[config.mk]
export PLATFORM = sky130hd
export DESIGN_NAME = spi_shift_engine
export DESIGN_NICKNAME = d
export VERILOG_FILES = /design/src/rtl/spi_shift_engine_pkg.sv /design/src/rtl/spi_shift_engine_bitcounter.sv /design/src/rtl/spi_shift_engine.sv
export SDC_FILE = /design/constraint.sdc
export NUM_CORES = 1
export LEC_CHECK = 0
export ABC_AREA = 0
export CORE_MARGIN = 5
export CORE_UTILIZATION = 46
export CTS_CLUSTER_SIZE = 25
export DETAILED_ROUTE_END_ITERATION = 10
export PLACE_DENSITY = 0.78
export SYNTH_ARGS = -nofsm -noshare
export SYNTH_HDL_FRONTEND = slang
export SYNTH_SLANG_ARGS = --single-unit
[constraint.sdc]
create_clock -name clk -period 1.9 [get_ports clk]
set_clock_uncertainty 0.1 [all_clocks]
set_input_delay 0.19 -clock clk [delete_from_list [all_inputs] [get_ports clk]]
set_output_delay 0.19 -clock clk [all_outputs]
set_load 0.02 [all_outputs]
[src/rtl/spi_shift_engine_pkg.sv]
// Shared definitions for the SPI shift engine: FSM state encodings and bit-order constants.
package spi_shift_engine_pkg;

  typedef enum logic [1:0] {
    SE_IDLE  = 2'b00,
    SE_SHIFT = 2'b01,
    SE_DONE  = 2'b10
  } se_state_t;

  localparam logic MSB_FIRST = 1'b0;
  localparam logic LSB_FIRST = 1'b1;

endpackage

[src/rtl/spi_shift_engine_bitcounter.sv]
// Saturating bit counter for the shift engine; terminal is a registered flag set once count reaches MAX.
module bitcounter #(
  parameter int MAX = 8,
  parameter int CW  = $clog2(MAX + 1)
) (
  input  logic          clk,
  input  logic          reset,
  input  logic          clear,
  input  logic          inc,
  output logic [CW-1:0] count,
  output logic          terminal
);

  localparam logic [CW-1:0] MAX_COUNT = CW'(MAX);

  logic [CW-1:0] r_count;
  logic          r_terminal;
  logic [CW-1:0] w_count_inc;

  assign w_count_inc = r_count + 1'b1;

  // Saturates at MAX so the count can never wrap back to zero.
  always_ff @(posedge clk) begin
    if (reset || clear) begin
      r_count    <= '0;
      r_terminal <= 1'b0;
    end else if (inc && (r_count != MAX_COUNT)) begin
      r_count    <= w_count_inc;
      r_terminal <= (w_count_inc == MAX_COUNT);
    end
  end

  assign count    = r_count;
  assign terminal = r_terminal;

endmodule

[src/rtl/spi_shift_engine.sv]
// Full-duplex SPI shift engine: loads a word, shifts it out on drive strobes and captures serialIn on sample strobes.
module spi_shift_engine
  import spi_shift_engine_pkg::*;
#(
  parameter int WIDTH = 8
) (
  input  logic             clk,
  input  logic             reset,
  input  logic             serialClkposedge,
  input  logic             serialClknegedge,
  input  logic             start,
  input  logic             lsbFirst,
  input  logic             abort,
  input  logic [WIDTH-1:0] parallelIn,
  input  logic             serialIn,
  output logic             serialOut,
  output logic [WIDTH-1:0] parallelOut,
  output logic             busy,
  output logic             done
);

  localparam int            CW       = $clog2(WIDTH + 1);
  localparam logic [CW-1:0] LAST_BIT = CW'(WIDTH - 1);

  se_state_t        r_state, w_state_next;
  logic [WIDTH-1:0] r_memory, w_memory_next;
  logic             r_serial_out, w_serial_out_next;
  logic             r_order, w_order_next;
  logic             w_clear, w_inc, w_terminal;
  logic [CW-1:0]    w_count;

  bitcounter #(
    .MAX (WIDTH),
    .CW  (CW)
  ) u_bitcounter (
    .clk      (clk),
    .reset    (reset),
    .clear    (w_clear),
    .inc      (w_inc),
    .count    (w_count),
    .terminal (w_terminal)
  );

  always_ff @(posedge clk) begin
    if (reset) begin
      r_state      <= SE_IDLE;
      r_memory     <= '0;
      r_serial_out <= 1'b0;
      r_order      <= MSB_FIRST;
    end else begin
      r_state      <= w_state_next;
      r_memory     <= w_memory_next;
      r_serial_out <= w_serial_out_next;
      r_order      <= w_order_next;
    end
  end

  always_comb begin
    w_state_next      = r_state;
    w_memory_next     = r_memory;
    w_serial_out_next = r_serial_out;
    w_order_next      = r_order;
    w_clear           = 1'b0;
    w_inc             = 1'b0;
    case (r_state)
      SE_IDLE, SE_DONE: begin
        if (start) begin
          w_memory_next     = parallelIn;
          w_order_next      = lsbFirst;
          w_serial_out_next = (lsbFirst == LSB_FIRST) ? parallelIn[0] : parallelIn[WIDTH-1];
          w_clear           = 1'b1;
          w_state_next      = SE_SHIFT;
        end else if (r_state == SE_DONE) begin
          w_state_next = SE_IDLE;
        end
      end
      SE_SHIFT: begin
        // Abort wins over a coincident sample; the drive strobe is only honoured on its own.
        if (abort) begin
          w_state_next = SE_IDLE;
        end else if (serialClkposedge) begin
          w_memory_next = (r_order == LSB_FIRST) ? {serialIn, r_memory[WIDTH-1:1]}
                                                 : {r_memory[WIDTH-2:0], serialIn};
          w_inc         = !w_terminal;
          if (w_count == LAST_BIT) begin
            w_state_next = SE_DONE;
          end
        end else if (serialClknegedge) begin
          w_serial_out_next = (r_order == LSB_FIRST) ? r_memory[0] : r_memory[WIDTH-1];
        end
      end
      default: w_state_next = SE_IDLE;
    endcase
  end

  assign serialOut   = r_serial_out;
  assign parallelOut = r_memory;
  assign busy        = (r_state == SE_SHIFT);
  assign done        = (r_state == SE_DONE);

endmodule

==> summary.txt, run 1 <==
Timing
  • Worst slew margin: 0.549
  • Setup violators final: 0
  • Setup WS post-layout: 124 ps
  • Setup TNS: 0 ps
  • Max Clk Rate: 563 MHz
  • Max Slew Vio Count: 0
  • RSZ-0062 raised after global routing: no
  • Final Critical Period: 1780 ps
  • Final period util: 0.935
  • Final hold viol count: 0
  • Worst Tran Pin Value: 676 ps

Synth
  • Synthesized instance count: 104
  • Cell variety after synth: 26
  • Mapped Nets: 122
  • Synthesized cell area: 932 sq um
  • Post-synthesis sequential element count: 17
  • Sequential fraction of the synthesis area: 0.365
  • Synthesized area per cell: 8.96 sq um
  • Yosys warnings: 0

Die
  • Die height: 55.0 um
  • Initial Util: 0.480
  • Core area: 0.00194 sq mm
  • DIE WIDTH: 55.0 um
  • Die Area: 0.00303 sq mm
  • Core Rows: 16
  • I/O pin count: 27

CTS
  • TritonCTS Buffers: 3
  • Setup bufs post-CTS: 0
  • Clk buf depth: 2
  • Register clock-pin slew on the reported worst setup and hold paths: 100 ps
  • TritonCTS clock tree: done
  • H-tree lvl count: 1
  • CTS Sinks: 17
  • Hold_buf cts: 0
  • Resized cells post-CTS: 1
  • CTS root buf: clkbuf_4
  • Clk_lat worst skew: 300 ps

Critical path
  • CP Max Fanout: 5
  • R2R Setup Slk: 310 ps
  • Critical Path AT: 1490 ps
  • Critical path class: flop to output port
  • Critical path required time: 1610 ps
  • Crit. End Element: output port
  • Critical Path Start Type: flop

Global routing
  • Maximum number of pins on one net before global-route repair: 18
  • Number of global-route vias before repair: 873
  • Grt total ovfl: 0
  • Initial antenna violation count: 0
  • Gr usage total: 0.180
  • First-pass GRT wire length: 3.93 mm

Layout
  • Diode count: 0
  • Area overhead of the layout relative to synthesis: 34.2%
  • FILL cells: 182
  • Layout cells sized above 1: 0.0909
  • Nets: 151

Route
  • Drc violations: 0
  • Vias per std cell: 5.40
  • Antenna Violating Nets Remaining: 0
  • Post-Route WL: 2.26 mm
  • Post-DR wirelength/cell: 14.2 um
  • Number of iterations in the first detailed-routing pass: 4
  • DR iter-0 viols: 14
  • Via count: 859

Power and ir drop
  • Ratio of total power to cell area: 628 mW/mm^2
  • VDD IR max: 0.000471 V
  • Lkg Pwr: 0.430 nW
  • Total Power: 785 uW

Hold path
  • Min-delay worst type: flop to flop

Placement
  • GP Congestion: 0.848
  • I/O Buffers: 26
  • Post-Place Worst Slack: 66.8 ps
  • Final HPWL from detailed placement: 1.69 mm

Job
  • Max-cap violations: 0

Outcome
  • Status: finished clean
-- report_power, final --
part           total, mW  internal (mW)  switching [mW]  leakage [nW]
Combinational      0.188          0.100          0.0881         0.274
Sequential         0.399          0.375          0.0238         0.139
Clock              0.198         0.0785           0.120        0.0177
Total              0.785          0.554           0.232         0.430
-- cells in the mapped netlist (all sizes together) --
library cell  number  share of area
and2b              1         0.0081
nor2b              2          0.013
a31oi              1         0.0067
nand4bb            1          0.030
o211ai             8          0.064
buf                4          0.021
nor2               7          0.031
mux2i             14           0.15
a21oi             11          0.059
or2b               1         0.0081
a311oi             1          0.028
xnor2              3          0.028
nand4b             1         0.0094
dfxtp             17           0.37
a41oi              1         0.0094
clkbuf             1         0.0040
nand2             17          0.068
o31ai              1         0.0081
inv                5          0.020
nand3              1         0.0054
nor4               1         0.0067
ha                 2          0.027
nor3b              2          0.021
or2                1         0.0067
-- cell usage in the layout (no fill, tap or decap), types with 2 or more instances in the layout --
cell | Yosys | layout
xnor2_1 | 3 | 3
nor2_1 | 6 | 6
mux2i_1 | 14 | 14
a21oi_1 | 11 | 11
clkbuf_4 | 0 | 3
inv_1 | 5 | 5
clkdlybuf4s50_1 | 0 | 25
nor2b_1 | 2 | 2
buf_4 | 0 | 3
ha_1 | 2 | 2
dfxtp_1 | 17 | 17
o211ai_1 | 8 | 8
nand2_1 | 17 | 17
-- layout make-up --
type                       count  area [sq um]  share of cell area
clock buffer                   3          22.5              0.0180
tap                           27          33.8              0.0270
sequential                    17           340               0.272
clock inverter                 1          5.00             0.00400
timing repair buffer          29           282               0.225
multi-input combinational     77           549               0.439
inverter                       5          18.8              0.0150
-- state kept, by name (all words and copies together), names as in the netlist --
name and cells:
parallelOut 8, u_bitcounter.count 4, r_state 2, r_order 1, serialOut 1, u_bitcounter.terminal 1
-- metrics by stage --
| stage | cells | area [sq um] | hold slack (ps) | utilization |
|---|---|---|---|---|
| 3_3_place_gp | 155 | 1220 | 377 | 0.631 |
| 5_1_grt | 159 | 1250 | 437 | 0.644 |
| 6_report | 159 | 1250 | 397 | 0.644 |
| 4_1_cts | 159 | 1250 | 401 | 0.644 |
| 3_5_place_dp | 155 | 1220 | 385 | 0.631 |
| 2_1_floorplan | 104 | 932 | 159 | - |
-- kinds of logic after synthesis --
family | share of synthesized area
AO/OA/AOI/OAI | 0.176
XOR/XNOR | 0.0282
adder cells (fa/ha/maj) | 0.0268
buffers and inverters | 0.0456
flip-flops | 0.365
multiplexers | 0.150
AND/OR/NAND/NOR | 0.208
-- routing by layer --
layer	routed length, um	track usage	vias up
met2	1140	0.317	17
met1	971	0.206	416
met3	113	0.0322	5
met5	0	0	-
li1	-	-	421
met4	35	0.0931	0
-- critical path, stage by stage (launching register included) --
cell and delay [ps]:
dfxtp_1 370, and2b_1 210, clkdlybuf4s50_1 610
-- path summary, 6_finish.rpt --
check,from,endpoint,cells after the start
worst max register to register,u_bitcounter.count[0],u_bitcounter.count[1],5
worst max-delay path,r_state[0],done,2
worst min register to register,parallelOut[7],parallelOut[7],2
worst min-delay path,parallelOut[7],parallelOut[7],2
(Power assumes the default switching activity.)
==> run 2: changes to the inputs <==
--- a/config.mk
+++ b/config.mk
@@ -11,6 +11,7 @@
 export CTS_CLUSTER_SIZE = 25
 export DETAILED_ROUTE_END_ITERATION = 10
 export PLACE_DENSITY = 0.78
+export SKIP_LAST_GASP = 1
 export SYNTH_ARGS = -nofsm -noshare
 export SYNTH_HDL_FRONTEND = slang
 export SYNTH_SLANG_ARGS = --single-unit
==> results of run 2 <==
No change in the layout: final DEF, timing and power equal those of run 1.
==> run 3: changes to the inputs <==
--- a/config.mk
+++ b/config.mk
@@ -8,7 +8,7 @@
 export ABC_AREA = 0
 export CORE_MARGIN = 5
 export CORE_UTILIZATION = 46
-export CTS_CLUSTER_SIZE = 25
+export CTS_CLUSTER_SIZE = 28
 export DETAILED_ROUTE_END_ITERATION = 10
 export PLACE_DENSITY = 0.78
 export SKIP_LAST_GASP = 1
==> results of run 3 <==
No change in the layout: final DEF, timing and power equal those of run 1.
